$ cat config.mk
export PLATFORM = sky130hd
export DESIGN_NAME = vrf_group_sequencer
export DESIGN_NICKNAME = d
export VERILOG_FILES = /design/src/rtl/vrvv_pkg.sv /design/src/rtl/vrf_wb_pipe.sv /design/src/rtl/vrf_group_sequencer.sv
export SDC_FILE = /design/constraint.sdc
export NUM_CORES = 1
export LEC_CHECK = 0
export ABC_AREA = 1
export BUFFER_PORTS_ARGS = -buffer_cell sky130_fd_sc_hd__buf_2
export CAP_MARGIN = 20
export CORE_AREA = 2 2 128 130
export CTS_CLUSTER_DIAMETER = 80
export DETAILED_ROUTE_END_ITERATION = 16
export DIE_AREA = 0 0 130 132
export PLACE_DENSITY = 0.78
export SYNTH_ARGS = -nofsm -noshare
export SYNTH_HDL_FRONTEND = slang
export SYNTH_SLANG_ARGS = --single-unit
$ cat constraint.sdc
create_clock -name clk -period 23.4 [get_ports clk]
set_input_delay 4.68 -clock clk [delete_from_list [all_inputs] [get_ports clk]]
set_output_delay 4.68 -clock clk [all_outputs]
set_load 0.02 [all_outputs]
$ cat src/rtl/vrvv_pkg.sv
// Shared vector-unit definitions: vtype field layout, sequencer states and beat decode helpers.
package vrvv_pkg;

  localparam int unsigned VLEN        = 128;
  localparam int unsigned VLENB       = VLEN / 8;
  localparam int unsigned REG_AW      = 5;
  localparam int unsigned VL_W        = 9;
  localparam int unsigned EVL_W       = 8;
  localparam int unsigned BEAT_W      = 3;
  localparam int unsigned VTYPE_W     = 7;
  localparam int unsigned VTYPE_VALID = 6;
  localparam int unsigned VSEW_LSB    = 3;
  localparam int unsigned VLMUL_LSB   = 0;

  typedef enum logic [2:0] {IDLE, ISSUE, DRAIN, ERR, ZERO} state_t;

  // Integral LMUL 1..8 and SEW 8..64 only; the top bit of each field selects the reserved/fractional encodings.
  function automatic logic vtype_legal(input logic [VTYPE_W-1:0] vtype);
    return vtype[VTYPE_VALID] && !vtype[VSEW_LSB+2] && !vtype[VLMUL_LSB+2];
  endfunction

  // Byte mask of register i of a group: active elements clamped to [0, EPR], scaled to bytes.
  function automatic logic [VLENB-1:0] beat_bmask(input logic [EVL_W-1:0] evl,
                                                  input logic [BEAT_W-1:0] i,
                                                  input logic [1:0] vsew);
    logic [4:0]       epr;
    logic [7:0]       base;
    logic [7:0]       cnt;
    logic [VLENB:0]   ones;
    epr  = 5'd16 >> vsew;
    base = 8'(i) * 8'(epr);
    if (evl <= base)
      cnt = 8'd0;
    else if ((evl - base) >= 8'(epr))
      cnt = 8'(epr);
    else
      cnt = evl - base;
    ones = (17'd1 << (cnt << vsew)) - 17'd1;
    return ones[VLENB-1:0];
  endfunction

endpackage

$ cat src/rtl/vrf_wb_pipe.sv
// Fixed-latency {valid, write address} delay line matching the vector ALU pipeline depth.
module vrf_wb_pipe
  import vrvv_pkg::*;
#(
  parameter int unsigned LAT = 2
) (
  input  logic              clk,
  input  logic              rst,
  input  logic              in_valid,
  input  logic [REG_AW-1:0] in_wa,
  output logic              out_valid,
  output logic [REG_AW-1:0] out_wa
);

  logic [LAT-1:0]    vld_q;
  logic [REG_AW-1:0] wa_q [LAT];

  always_ff @(posedge clk) begin
    if (!rst) begin
      vld_q <= '0;
      for (int k = 0; k < int'(LAT); k++) wa_q[k] <= '0;
    end else begin
      vld_q[0] <= in_valid;
      wa_q[0]  <= in_wa;
      for (int k = 1; k < int'(LAT); k++) begin
        vld_q[k] <= vld_q[k-1];
        wa_q[k]  <= wa_q[k-1];
      end
    end
  end

  assign out_valid = vld_q[LAT-1];
  assign out_wa    = wa_q[LAT-1];

endmodule

$ cat src/rtl/vrf_group_sequencer.sv
// Issues one register-group vector op through the VRF, one register per cycle, and writes results back.
module vrf_group_sequencer
  import vrvv_pkg::*;
#(
  parameter int unsigned ALU_LAT = 2
) (
  input  logic               clk,
  input  logic               rst,
  input  logic               cmd_valid,
  output logic               cmd_ready,
  input  logic [REG_AW-1:0]  cmd_vd,
  input  logic [REG_AW-1:0]  cmd_vs1,
  input  logic [REG_AW-1:0]  cmd_vs2,
  input  logic [VTYPE_W-1:0] vtype,
  input  logic [VL_W-1:0]    vl,
  output logic [REG_AW-1:0]  raA,
  output logic [REG_AW-1:0]  raB,
  output logic               alu_valid,
  output logic [VLENB-1:0]   alu_bmask,
  input  logic [VLEN-1:0]    alu_res,
  output logic [REG_AW-1:0]  wa,
  output logic [VLEN-1:0]    wd,
  output logic               wen,
  output logic               busy,
  output logic               done,
  output logic               err
);

  state_t              state_q, state_d;
  logic [BEAT_W-1:0]   beat_q, beat_d, drain_q, drain_d, last_q;
  logic [1:0]          vsew_q;
  logic [EVL_W-1:0]    evl_q;
  logic [REG_AW-1:0]   vd_q, vs1_q, vs2_q;
  logic                accept;

  logic [1:0]          dec_vsew, dec_vlmul;
  logic [BEAT_W-1:0]   dec_last;
  logic [EVL_W-1:0]    dec_vlmax, dec_evl;
  logic                dec_legal;

  logic [1:0]          cur_vsew;
  logic [EVL_W-1:0]    cur_evl;
  logic [REG_AW-1:0]   cur_vd, cur_vs1, cur_vs2;
  logic                issuing_d, idle_like_d, done_d, err_d;
  logic [VLENB-1:0]    bmask_d;
  logic [REG_AW-1:0]   raA_d, raB_d, issue_wa_d, issue_wa;

  assign accept = cmd_valid & cmd_ready;

  // Command decode, only meaningful in the acceptance cycle.
  always_comb begin
    dec_vsew  = vtype[VSEW_LSB +: 2];
    dec_vlmul = vtype[VLMUL_LSB +: 2];
    dec_last  = 3'((4'd1 << dec_vlmul) - 4'd1);
    dec_vlmax = 8'((9'd16 >> dec_vsew) << dec_vlmul);
    dec_evl   = (vl > 9'(dec_vlmax)) ? dec_vlmax : vl[EVL_W-1:0];
    dec_legal = vtype_legal(vtype) &&
                (((cmd_vd | cmd_vs1 | cmd_vs2) & 5'(dec_last)) == 5'd0);
  end

  always_ff @(posedge clk) begin
    if (!rst) begin
      vsew_q <= '0;
      evl_q  <= '0;
      last_q <= '0;
      vd_q   <= '0;
      vs1_q  <= '0;
      vs2_q  <= '0;
    end else if (accept) begin
      vsew_q <= dec_vsew;
      evl_q  <= dec_evl;
      last_q <= dec_last;
      vd_q   <= cmd_vd;
      vs1_q  <= cmd_vs1;
      vs2_q  <= cmd_vs2;
    end
  end

  always_ff @(posedge clk) begin
    if (!rst) begin
      state_q <= IDLE;
      beat_q  <= '0;
      drain_q <= '0;
    end else begin
      state_q <= state_d;
      beat_q  <= beat_d;
      drain_q <= drain_d;
    end
  end

  // ERR and ZERO are one-cycle completion states that still take the next command.
  always_comb begin
    state_d = state_q;
    beat_d  = beat_q;
    drain_d = drain_q;
    unique case (state_q)
      IDLE, ERR, ZERO: begin
        state_d = IDLE;
        if (accept) begin
          if (!dec_legal)          state_d = ERR;
          else if (dec_evl == '0)  state_d = ZERO;
          else begin
            state_d = ISSUE;
            beat_d  = '0;
          end
        end
      end
      ISSUE: begin
        if (beat_q == last_q) begin
          state_d = DRAIN;
          drain_d = '0;
        end else begin
          beat_d = beat_q + 3'd1;
        end
      end
      DRAIN: begin
        if (drain_q == 3'(ALU_LAT - 1)) state_d = IDLE;
        else                            drain_d = drain_q + 3'd1;
      end
      default: state_d = IDLE;
    endcase
  end

  // Next-cycle output values, so every issue/control output comes straight from a flop.
  always_comb begin
    cur_vsew    = accept ? dec_vsew : vsew_q;
    cur_evl     = accept ? dec_evl  : evl_q;
    cur_vd      = accept ? cmd_vd   : vd_q;
    cur_vs1     = accept ? cmd_vs1  : vs1_q;
    cur_vs2     = accept ? cmd_vs2  : vs2_q;
    issuing_d   = (state_d == ISSUE);
    idle_like_d = (state_d == IDLE) || (state_d == ERR) || (state_d == ZERO);
    bmask_d     = '0;
    raA_d       = '0;
    raB_d       = '0;
    issue_wa_d  = '0;
    if (issuing_d) begin
      bmask_d    = beat_bmask(cur_evl, beat_d, cur_vsew);
      raA_d      = cur_vs1 + 5'(beat_d);
      raB_d      = cur_vs2 + 5'(beat_d);
      issue_wa_d = cur_vd + 5'(beat_d);
    end
    done_d = ((state_q == DRAIN) && (state_d == IDLE)) || (state_d == ZERO);
    err_d  = (state_d == ERR);
  end

  always_ff @(posedge clk) begin
    if (!rst) begin
      cmd_ready <= 1'b1;
      busy      <= 1'b0;
      raA       <= '0;
      raB       <= '0;
      alu_valid <= 1'b0;
      alu_bmask <= '0;
      issue_wa  <= '0;
      done      <= 1'b0;
      err       <= 1'b0;
    end else begin
      cmd_ready <= idle_like_d;
      busy      <= !idle_like_d;
      raA       <= raA_d;
      raB       <= raB_d;
      alu_valid <= |bmask_d;
      alu_bmask <= bmask_d;
      issue_wa  <= issue_wa_d;
      done      <= done_d;
      err       <= err_d;
    end
  end

  vrf_wb_pipe #(.LAT(ALU_LAT)) u_wb_pipe (
    .clk       (clk),
    .rst       (rst),
    .in_valid  (alu_valid),
    .in_wa     (issue_wa),
    .out_valid (wen),
    .out_wa    (wa)
  );

  // Write data is the ALU result passing through, held at zero outside write slots.
  assign wd = wen ? alu_res : '0;

endmodule

==> results.ini <==
[timing]
clock.fmax_mhz = 79.6
final.setup.tns_ps = 0
clock_skew_ps = 7.23
post_route_clock_period_utilization_pct = 53.7
relSlewSlack_pct = 40.4
finalHoldViolCount = 0
final-setup-viol-count = 0
fin_crit_ps = 12570
hold-worst-slack_ps = 409
rsz_0062_raised_after_global_routing = no
max_slew.worst_pin.slew_ps = 892
timing_max_transition_violations_final = 0

[job]
max_cap_violations = 0

[pwr]
vdd_drop_max_uv = 72.7
clock_share_of_power_pct = 14.7
ratio_of_total_power_to_cell_area_nw_per_um2 = 123
power.share.combinational_pct = 66.1
fin_total_pwr_w = 0.00102
power.net_switching_w = 0.000530
sequentialPowerShare_pct = 19.2
leakage_nw = 5.72
p_int_w = 0.000490
power_switching_share_pct = 51.9

[clocking]
clk_pin_slew_worst_paths_ps = 70
post_cts_sizing = 0
clk_path_buf_depth = 2
deepest_level_of_the_cts_h_tree = 3
clock-root-buffer = clkbuf_16
clock_latency_ps = 350
num_cts_buffers = 9
postCtsSetupBuffers = 0
clock_sink_count = 85
ctsHoldBuffers = 0
tritoncts = built

[drt]
drc = 0
dr.first_iter.drc_count = 557
average_vias_per_placed_instance = 4.81
drt_pre_antenna_iters = 5
num_vias = 7379
postRouteWirelength_um = 26400
post_drt_wl_per_cell_um = 17.2
antenna_violating_nets_post_route = 0

[yosys]
synth_xor_xnor_area_share_pct = 1.97
synth_adder_area_share_pct = 9.56
syn-instance-count = 1008
synthesis.area_sq_um = 6230
ys.flop_type = dfxtp_1
synth-compound-area-share_pct = 8.59
largest_family_of_logic_cells_by_synthesized_area = simple AND/OR/NAND/NOR gates
netlist-cell-type-count = 48
synth.mux.area_fraction_pct = 0.643
ys_warn_count = 0
post-synth-top-area-fraction_pct = 27.3
yosys_register_bits = 85
synthSimpleGateAreaFrac_pct = 34.5
synth.avg_cell_area_sq_um = 6.18
seq_area_frac_synth_pct = 27.3
synth_edf_count = 0
synth-async-reset-ratio_pct = 0
ys_top_cells_by_area = dfxtp_1 27%, nand2_1 16%, inv_1 14%, ha_1 7.6%, nor2_1 5.7%
synth.net_count = 1214
synth_top_area_cell = dfxtp_1

[worst_setup_path]
cp_most_frequent_cell = nand2_1
endpoint_kind = flop
cp_max_fo = 14
critical-path-slowest-cell = a21oi_1
critical_path_required_ps = 23610
cp-start-kind = primary input
worst_path_arrival_ps = 12770
max_stage_delay_ps = 680
worst-setup-path-type = primary input to flop

[die]
initial_utilization_pct = 39.7
die_height_um = 132
dieWidth_um = 130
rows = 46
core_area_sq_um = 15700
io_pins = 327
fp.dieArea_sq_um = 17200

[global_routing]
overflow = 0
grt_pass1_vias = 6969
globalRouteTotalUtil_pct = 30.0
grt_start_max_net_pins = 92
wire_length_of_the_first_global_routing_pass_um = 39000
antenna_found_initial = 4

[final_layout]
fin_util_pct = 52.8
most-common-layout-cells = 326 x buf_2, 265 x nand2_1, 235 x inv_1
n_fill_cell = 1604
final_common_cell = buf_2
share_of_cells_above_drive_strength_1_pct = 31.3
areaGrowthSynthToFinish_pct = 33.1
nNetsFinal = 1516

[place]
dp_hpwl_um = 22100
place.port_buffers = 326
gp_congestion = 0.981

[worst_hold_path]
hold_path.class = flop to flop

[outcome]
status = finished, final reports clean

-- registers in the layout, indices dropped and copies added (netlist names), 2 cells and up --
register and flops:
u_wb_pipe.vld_q 2, vsew_q 2, vd_q 5, alu_bmask 16, beat_q 3, u_wb_pipe.wa_q 10
vs1_q 5, last_q 3, drain_q 3, raA 5, raB 5, issue_wa 5
vs2_q 5, state_q 3, evl_q 8
-- worst max-delay path, delay by kind of cell --
family	cells	cell delay [ps]
and+or+nand+nor	26	2910
adders and majority gates	7	2290
AOI/OAI and AO/OA	8	1970
buffers and inverters	7	660
xor gates and xnor gates	1	230
-- Yosys cell counts (9+ instances only) --
cell	number
nand2_1	265
inv_1	236
nor2_1	95
dfxtp_1	85
nand3_1	43
ha_1	38
o21ai_0	33
a21oi_1	29
clkbuf_1	26
or2_2	18
nor3_1	16
inv_2	10
nand2_2	9
nor2_2	9
-- worst paths after layout --
| path | start | end | slack, ps | depth (start not counted) |
|---|---|---|---|---|
| max | vtype[4] | alu_bmask[10]$_SDFF_PN0_ | 10830 | 49 |
| min | u_wb_pipe.vld_q[0]$_SDFF_PN0_ | u_wb_pipe.vld_q[1]$_SDFF_PN0_ | 410 | 2 |
| max reg2reg | cmd_ready$_SDFF_PN1_ | alu_bmask[10]$_SDFF_PN0_ | 16680 | 32 |
| min reg2reg | u_wb_pipe.vld_q[0]$_SDFF_PN0_ | u_wb_pipe.vld_q[1]$_SDFF_PN0_ | 410 | 2 |
-- layer usage --
layer	track usage, %	share of wire [%]	vias up
met4	7.77	2.3	4
li1	-	-	3614
met3	5.56	7.2	37
met2	52.8	49	303
met1	37.3	42	3421
met5	0	0.083	-
-- power groups by stage --
| stage | clock [W] | sequential [W] | combinational (W) |
|---|---|---|---|
| 2_1_floorplan | 0 | 0.000218 | 0.000480 |
| 3_3_place_gp | 0 | 0.000198 | 0.000651 |
| 3_5_place_dp | 0 | 0.000198 | 0.000660 |
| 4_1_cts | 0.000152 | 0.000195 | 0.000666 |
| 5_1_grt | 0.000157 | 0.000199 | 0.000756 |
| 6_report | 0.000150 | 0.000196 | 0.000675 |
-- stage by stage --
step	worst slack [ps]	std cells	instance area, sq um
floorplan	11890	1008	6230
global placement	10940	1515	7980
detailed placement	10620	1515	7980
CTS	10940	1531	8290
global route	10050	1532	8290
finish	10830	1534	8300
-- kinds of logic after synthesis --
family                     after synthesis
AOI/OAI and AO/OA                       91
xor gates and xnor gates                14
adders and majority gates               44
buffers and inverters                  282
DFF                                     85
muxes                                    4
and+or+nand+nor                        488
-- layout make-up --
class / instances / area [sq um] / share of cell area, %
Multi-Input combinational cell: 641 / 3440 / 41.5
Sequential cell: 85 / 1710 / 20.6
Timing Repair Buffer: 327 / 1640 / 19.8
Inverter: 246 / 923 / 11.1
Tap cell: 216 / 270 / 3.26
Clock buffer: 9 / 225 / 2.71
Clock inverter: 7 / 80.1 / 0.965
Antenna cell: 3 / 7.51 / 0.0905
(Power assumes the default switching activity.)
